$ cat config.mk
export PLATFORM = sky130hd
export DESIGN_NAME = cdc_hs_rx
export DESIGN_NICKNAME = d
export VERILOG_FILES = /design/src/rtl/cdc_hs_pkg.sv /design/src/rtl/cdc_sync_bit.sv /design/src/rtl/cdc_hs_rx.sv
export SDC_FILE = /design/constraint.sdc
export NUM_CORES = 1
export LEC_CHECK = 0
export BUFFER_PORTS_ARGS = -buffer_cell sky130_fd_sc_hd__buf_2
export CORE_MARGIN = 3
export CORE_UTILIZATION = 45
export CTS_CLUSTER_DIAMETER = 100
export CTS_CLUSTER_SIZE = 12
export DETAILED_ROUTE_END_ITERATION = 10
export MAX_ROUTING_LAYER = met4
export PLACE_DENSITY = 0.78
export SETUP_SLACK_MARGIN = 0.05
export SLEW_MARGIN = 20
export SYNTH_ARGS = -nofsm -noshare
export SYNTH_HDL_FRONTEND = slang
export SYNTH_SLANG_ARGS = --single-unit
export TNS_END_PERCENT = 1
$ cat constraint.sdc
create_clock -name clk -period 1.7 [get_ports clk]
set_input_delay 0.255 -clock clk [delete_from_list [all_inputs] [get_ports clk]]
set_output_delay 0.255 -clock clk [all_outputs]
set_load 0.03 [all_outputs]
$ cat src/rtl/cdc_hs_pkg.sv
// Shared types and constants for the 4-phase req/ack CDC handshake blocks.
package cdc_hs_pkg;

  typedef enum logic [1:0] {
    IDLE     = 2'd0,
    CAPTURE  = 2'd1,
    WAIT_ACC = 2'd2,
    WAIT_REL = 2'd3
  } state_t;

  localparam int SYNC_STAGES_MIN = 2;
  localparam int SYNC_STAGES_MAX = 4;

  // True when a synchronizer depth is within the supported range.
  function automatic bit sync_stages_ok(input int n);
    return (n >= SYNC_STAGES_MIN) && (n <= SYNC_STAGES_MAX);
  endfunction

endpackage

$ cat src/rtl/cdc_sync_bit.sv
// Single-bit level synchronizer: SYNC_STAGES flops, async active-low reset to 0.
// Shared between the handshake receiver (req) and transmitter (ack).
module cdc_sync_bit #(
  parameter int SYNC_STAGES = 2
) (
  input  logic clk,
  input  logic rst_n,
  input  logic d,
  output logic q
);

  logic [SYNC_STAGES-1:0] chain;

  // Shift the asynchronous level through the flop chain.
  always_ff @(posedge clk or negedge rst_n) begin
    if (!rst_n) begin
      chain <= '0;
    end else begin
      chain <= {chain[SYNC_STAGES-2:0], d};
    end
  end

  assign q = chain[SYNC_STAGES-1];

endmodule

$ cat src/rtl/cdc_hs_rx.sv
// Destination endpoint of the 4-phase req/ack CDC handshake.
// Synchronizes req, captures the bundled data word once it is known stable,
// offers it on a valid/ready port and returns ack as a registered level.
// Optional build macro: CDC_HS_RX_PARITY_CHK_EN adds par_async/par_err.
//
//   state    | meaning
//   ---------+----------------------------------------------------
//   IDLE     | no transfer; waiting for synchronized req high
//   CAPTURE  | one cycle; sample data_async into dout, raise valid
//   WAIT_ACC | word offered; waiting for dout_ready
//   WAIT_REL | ack high; waiting for synchronized req low
module cdc_hs_rx
  import cdc_hs_pkg::*;
#(
  parameter int DATA_W      = 8,
  parameter int SYNC_STAGES = 2
) (
  input  logic              clk,
  input  logic              rst_n,
  input  logic              req_async,
  input  logic [DATA_W-1:0] data_async,
  output logic              ack,
  output logic [DATA_W-1:0] dout,
  output logic              dout_valid,
  input  logic              dout_ready
`ifdef CDC_HS_RX_PARITY_CHK_EN
  ,
  input  logic              par_async,
  output logic              par_err
`endif
);

  if (!sync_stages_ok(SYNC_STAGES)) begin : g_bad_sync_stages
    $error("cdc_hs_rx: SYNC_STAGES out of range 2..4");
  end

  state_t state;
  state_t state_next;
  logic   req_s;
  logic   capture_en;
  logic   accept_en;
  logic   release_en;

  cdc_sync_bit #(
    .SYNC_STAGES (SYNC_STAGES)
  ) u_req_sync (
    .clk   (clk),
    .rst_n (rst_n),
    .d     (req_async),
    .q     (req_s)
  );

  // State register.
  always_ff @(posedge clk or negedge rst_n) begin
    if (!rst_n) begin
      state <= IDLE;
    end else begin
      state <= state_next;
    end
  end

  // Next-state decode and datapath strobes. A req drop seen in WAIT_ACC is
  // deliberately ignored: the word must still be accepted before WAIT_REL.
  always_comb begin
    state_next = state;
    capture_en = 1'b0;
    accept_en  = 1'b0;
    release_en = 1'b0;
    case (state)
      IDLE: begin
        if (req_s) state_next = CAPTURE;
      end
      CAPTURE: begin
        capture_en = 1'b1;
        state_next = WAIT_ACC;
      end
      WAIT_ACC: begin
        if (dout_valid && dout_ready) begin
          accept_en  = 1'b1;
          state_next = WAIT_REL;
        end
      end
      WAIT_REL: begin
        if (!req_s) begin
          release_en = 1'b1;
          state_next = IDLE;
        end
      end
      default: state_next = IDLE;
    endcase
  end

  // Output word register; data_async is only sampled in CAPTURE, where the
  // bundled-data rule guarantees it has settled.
  always_ff @(posedge clk or negedge rst_n) begin
    if (!rst_n) begin
      dout       <= '0;
      dout_valid <= 1'b0;
    end else if (capture_en) begin
      dout       <= data_async;
      dout_valid <= 1'b1;
    end else if (accept_en) begin
      dout_valid <= 1'b0;
    end
  end

  // Ack level back to the source; a bare flop so it can cross cleanly.
  always_ff @(posedge clk or negedge rst_n) begin
    if (!rst_n) begin
      ack <= 1'b0;
    end else if (accept_en) begin
      ack <= 1'b1;
    end else if (release_en) begin
      ack <= 1'b0;
    end
  end

`ifdef CDC_HS_RX_PARITY_CHK_EN
  // Even-parity check of the captured word; held until the next capture.
  always_ff @(posedge clk or negedge rst_n) begin
    if (!rst_n) begin
      par_err <= 1'b0;
    end else if (capture_en) begin
      par_err <= (^data_async) ^ par_async;
    end
  end
`endif

endmodule

# ---- Yosys cells after proc, flatten, opt, wreduce, memory -nomap -nowiden
# Index checks and enable logic that the tools add are counted.
dict set report op_classes {
  eq_ne 6
  mux 13
  reduce_logical 5
}
# op count
set ops {}
lappend ops {{$mux 1} 9}
lappend ops {{$pmux 2 s4} 1}
lappend ops {{$mux 2} 3}
lappend ops {{$eq 2x2->1 const B} 2}
lappend ops {{$ne 2x2->1 const B} 2}
lappend ops {{$reduce_bool 2->1} 2}
lappend ops {{$reduce_and 3->1} 1}
lappend ops {{$eq 2x1->1 const B} 1}
lappend ops {{$logic_not 2->1} 1}
lappend ops {{$ne 2x1->1 const B} 1}
lappend ops {{$logic_and 1x1->1} 1}
dict set report word_totals {
  regBits 14
  inputBits 12
}

# ---- Logic depth before layout (Yosys ltp)
dict set report logic_depth {
  ltp_word 5
  depth_mapped 5
  depth_no_buf 5
}

# ---- Cells and area by module
# Synthesis repeated with hierarchy kept, for this count alone.
dict set report hier_totals {
  hier_cells 39
  area_unflattened_um2 584.3
}
# module n_inst cells_each area_per_inst_um2 seq_area_each_um2
set by_module_without_submodules {}
lappend by_module_without_submodules {cdc_hs_rx 1 37 534.3 300.3}
lappend by_module_without_submodules {cdc_sync_bit 1 2 50.0 50.0}

# ---- Worst setup path before layout
# No wires, ideal clock.
dict set report synth_timing {
  kind {reg2reg}
  from {reg state[0]}
  to {reg state[1]}
  t_arrival_ns 1.333
  required_ns 1.572
  setup_slack_ns 0.239
  path_stages_with_launch 6
  period_less_slack_ns 1.461
  path_cell_list {dfrtp_1 -> inv_1 -> ha_1 -> mux2_4 -> a21oi_4 -> mux2_1}
}
dict set report synth_between {
  elab_chain_len 3
  elab_cells_between_ends 9
  cone_classes {eq/ne: 6; mux: 1; reduce/logical: 2}
}
# element line_no
set synth_rtl {}
lappend synth_rtl {{start: declaration} cdc_hs_rx.sv:37} ;# state_t state;
lappend synth_rtl {{start signal: assignment} cdc_hs_rx.sv:58} ;# state <= state_next;
lappend synth_rtl {{$eq 2x2->1 / $logic_not 2->1 (equally long branches)} cdc_hs_rx.sv:69} ;# case (state)
lappend synth_rtl {{$ne 2x2->1 (no line) / $ne 2x1->1 (equally long branches)} --}
lappend synth_rtl {{$reduce_and 3->1 (no line)} --}
# Several ways; a longest one is shown, not always the timed one.
# A chain may end at the register's enable or synchronous reset.

# ---- Worst setup path in the final report
# Same ends and word-level chain as after synthesis.

==> summary.md <==
| Metric | Value |
|---|---|
| Largest net degree at the start of global routing | 15 |
| CP Data Arrival Time | 1700 ps |
| Fraction of layout cells with a size suffix above 1 | 54.7% |
| Fillers | 89 |
| HPWL after DPL | 718 um |
| Vias in the first global route | 391 |
| CTS root buffer | clkbuf_4 |
| CTS tree | yes |
| P per Cell Area | 2140 mW/mm^2 |
| Setup TNS | 0 ps |
| Die Width | 42.5 um |
| Hold Startpoint | req_async |
| GRT Total Usage | 12.3% |
| Worst skew pair latency | 280 ps |
| Status | complete, no violations |
| First-pass GRT wire length | 1.63 mm |
| Port Buffers | 21 |
| Drt total wl | 922 um |
| DR WL/cell | 11.8 um |
| DRC | 0 |
| Area delta synth->final | 27.3% |
| Post-Syn Area per Cell | 15.4 sq um |
| Seq/Total Area, Yosys | 58.5% |
| Floorplan core area | 0.00117 sq mm |
| CP startpoint kind | flop |
| DIE HEIGHT | 42.5 um |
| Worst slew pin tran | 383 ps |
| Initial antenna violation count | 0 |
| Post-DRT Antenna Nets | 0 |
| PostCTS Resize Cnt | 0 |
| Cells on worst reg2reg path | 5 |
| Leakage | 0.382 nW |
| Worst EP required | 1860 ps |
| Clock Sinks | 14 |
| Slew headroom | 74.4% |
| Reg2Reg Capture Point | state[1] |
| Row count | 12 |
| Peak VDD IR | 1110 uV |
| MaxCap Viol Count | 0 |
| WS Path Type | reg2reg |
| Worst Skew | 1.30 ps |
| Worst Setup End Kind | flop |
| Peak Freq | 651 MHz |
| Mapped Cells | 39 |
| Worst-path clk slew | 80 ps |
| Max Slew Vio Count | 0 |
| Flop-to-flop setup slack | 160 ps |
| Via count | 379 |
| I/O pin total | 22 |
| Synth Area in XOR/XNOR | 0% |
| Post-DP Area | 717 sq um |
| Starting Density | 51.2% |
| Drt via density | 4.86 |
| Post-synthesis mux area share | 19.4% |
| H-tree levels | 1 |
| Type of the worst min-delay path | in2reg |
| Ys Warns | 0 |
| Yosys cell types | 13 |
| Post-Synth Simple-Gate Area | 2.30% |
| RSZ-0062 raised after global routing | no |
| Post-CTS Setup Inserts | 0 |
| Routability congestion estimate | 0.649 |
| Final Cell Area | 763 sq um |
| Worst hold path stage count | 1 |
| Reg-to-reg startpoint | state[0] |
| Max FO, Critical Path | 4 |
| Post-Syn Area | 599 sq um |
| Largest family of logic cells by synthesized area | multiplexers |
| Final min period | 1540 ps |
| Yosys reg bits | 14 |
| Pre-antenna DRT Iters | 4 |
| Clock Path Buffers | 2 |
| Nets | 82 |
| Grt ovf | 0 |
| CTS Buf Count | 3 |
| Hold Vio Cnt, Final | 0 |
| Setup Viol. Count Final | 0 |
| Worst hold endpoint | u_req_sync.chain[0] |
| Final period util | 90.3% |
| Die area | 0.00181 sq mm |
| ANT cells | 0 |
| Starting DRT DRC Count | 5 |
| Post-Synth Adder-Cell Area | 10.4% |
| Synth Area in Compound Gates | 7.31% |
| Synth Net Count | 56 |
==> power breakdown <==
| group | switching, mW | internal [mW] |
|---|---|---|
| combinational | 0.477 | 0.347 |
| clock | 0.107 | 0.130 |
| sequential | 0.0834 | 0.486 |
==> what timing repair did <==
action                                  4_1_cts  5_1_grt
hold endpoints to repair                     14        0
endpoints found under the setup margin        0        0
hold buffers                                  1        0
==> through the flow <==
stage          setup slack, ps  power [mW]  hold slack, ps  util, %  std cells
5_1_grt                    104        1.75            63.7     65.2         78
3_5_place_dp               167        1.41             165     61.2         73
3_3_place_gp               214        1.39             162     61.2         73
2_1_floorplan              239        1.20           -40.6        -         39
4_1_cts                    149        1.65            72.8     65.2         78
6_report                   165        1.63            78.5     65.2         78
==> critical path, cell delays in order (launching register included) <==
cell and delay (ps):
dfrtp_1 400, inv_1 90, ha_1 200, mux2_4 290, a21oi_4 120, mux2_1 330
==> how the worst max path moves through the flow <==
stage	start	end	cells after the start
CTS	state[1]	state[1]	5
global route	state[1]	state[1]	5
detailed placement	state[1]	state[1]	5
finish	state[0]	state[1]	5
floorplan	state[0]	state[1]	5
global placement	state[0]	state[1]	5
==> sequential cells by signal (all words and copies together) (netlist names) <==
| name | flops |
|---|---|
| dout | 8 |
| dout_valid | 1 |
| u_req_sync.chain | 2 |
| ack | 1 |
| state | 2 |
==> cell usage in the layout, fill, tap and decap left out, types with 2 or more instances in the layout <==
cell / Yosys / final
buf_2: 1 / 21
nand2_1: 2 / 2
inv_1: 2 / 2
dfrtp_1: 14 / 14
ha_1: 5 / 5
mux2_2: 8 / 8
clkbuf_4: 0 / 3
==> Yosys cell counts, drive strengths merged <==
library cell  instances  area, sq um
nand2                 2         7.51
o32a                  1         10.0
ha                    5         62.6
dfrtp                14          350
a21oi                 1         16.3
inv                   2         7.51
nand2b                1         6.26
buf                   1         5.00
mux2                 10          116
a21o                  1         7.51
a32o                  1         10.0
==> area by class of cell <==
cell class | count | area [sq um] | area share [%]
inverter | 2 | 7.51 | 0.984
clock buffer | 4 | 36.3 | 4.75
sequential | 14 | 350 | 45.9
timing repair buffer | 22 | 115 | 15.1
tap | 14 | 17.5 | 2.30
multi-input combinational | 22 | 236 | 31.0
==> routing by layer <==
metal | routed length [um] | share of wire (%) | vias to the layer above | global-route usage, %
met3 | 71 | 7.7 | 0 | 3.86
met4 | 0 | 0 | 0 | 3.73
met5 | 0 | 0 | - | -
met1 | 434 | 47 | 177 | 15.1
li1 | - | - | 187 | -
met2 | 415 | 45 | 15 | 19.5
==> cells by family (layout without fill, tap and decap cells) <==
group	count (synthesis)	count (layout)
adders and majority gates	5	5
muxes	10	10
buffers and inverters	3	28
and+or+nand+nor	3	3
DFF	14	14
AOI/OAI and AO/OA	4	4
Note: power is estimated with default switching activity, not from simulation.
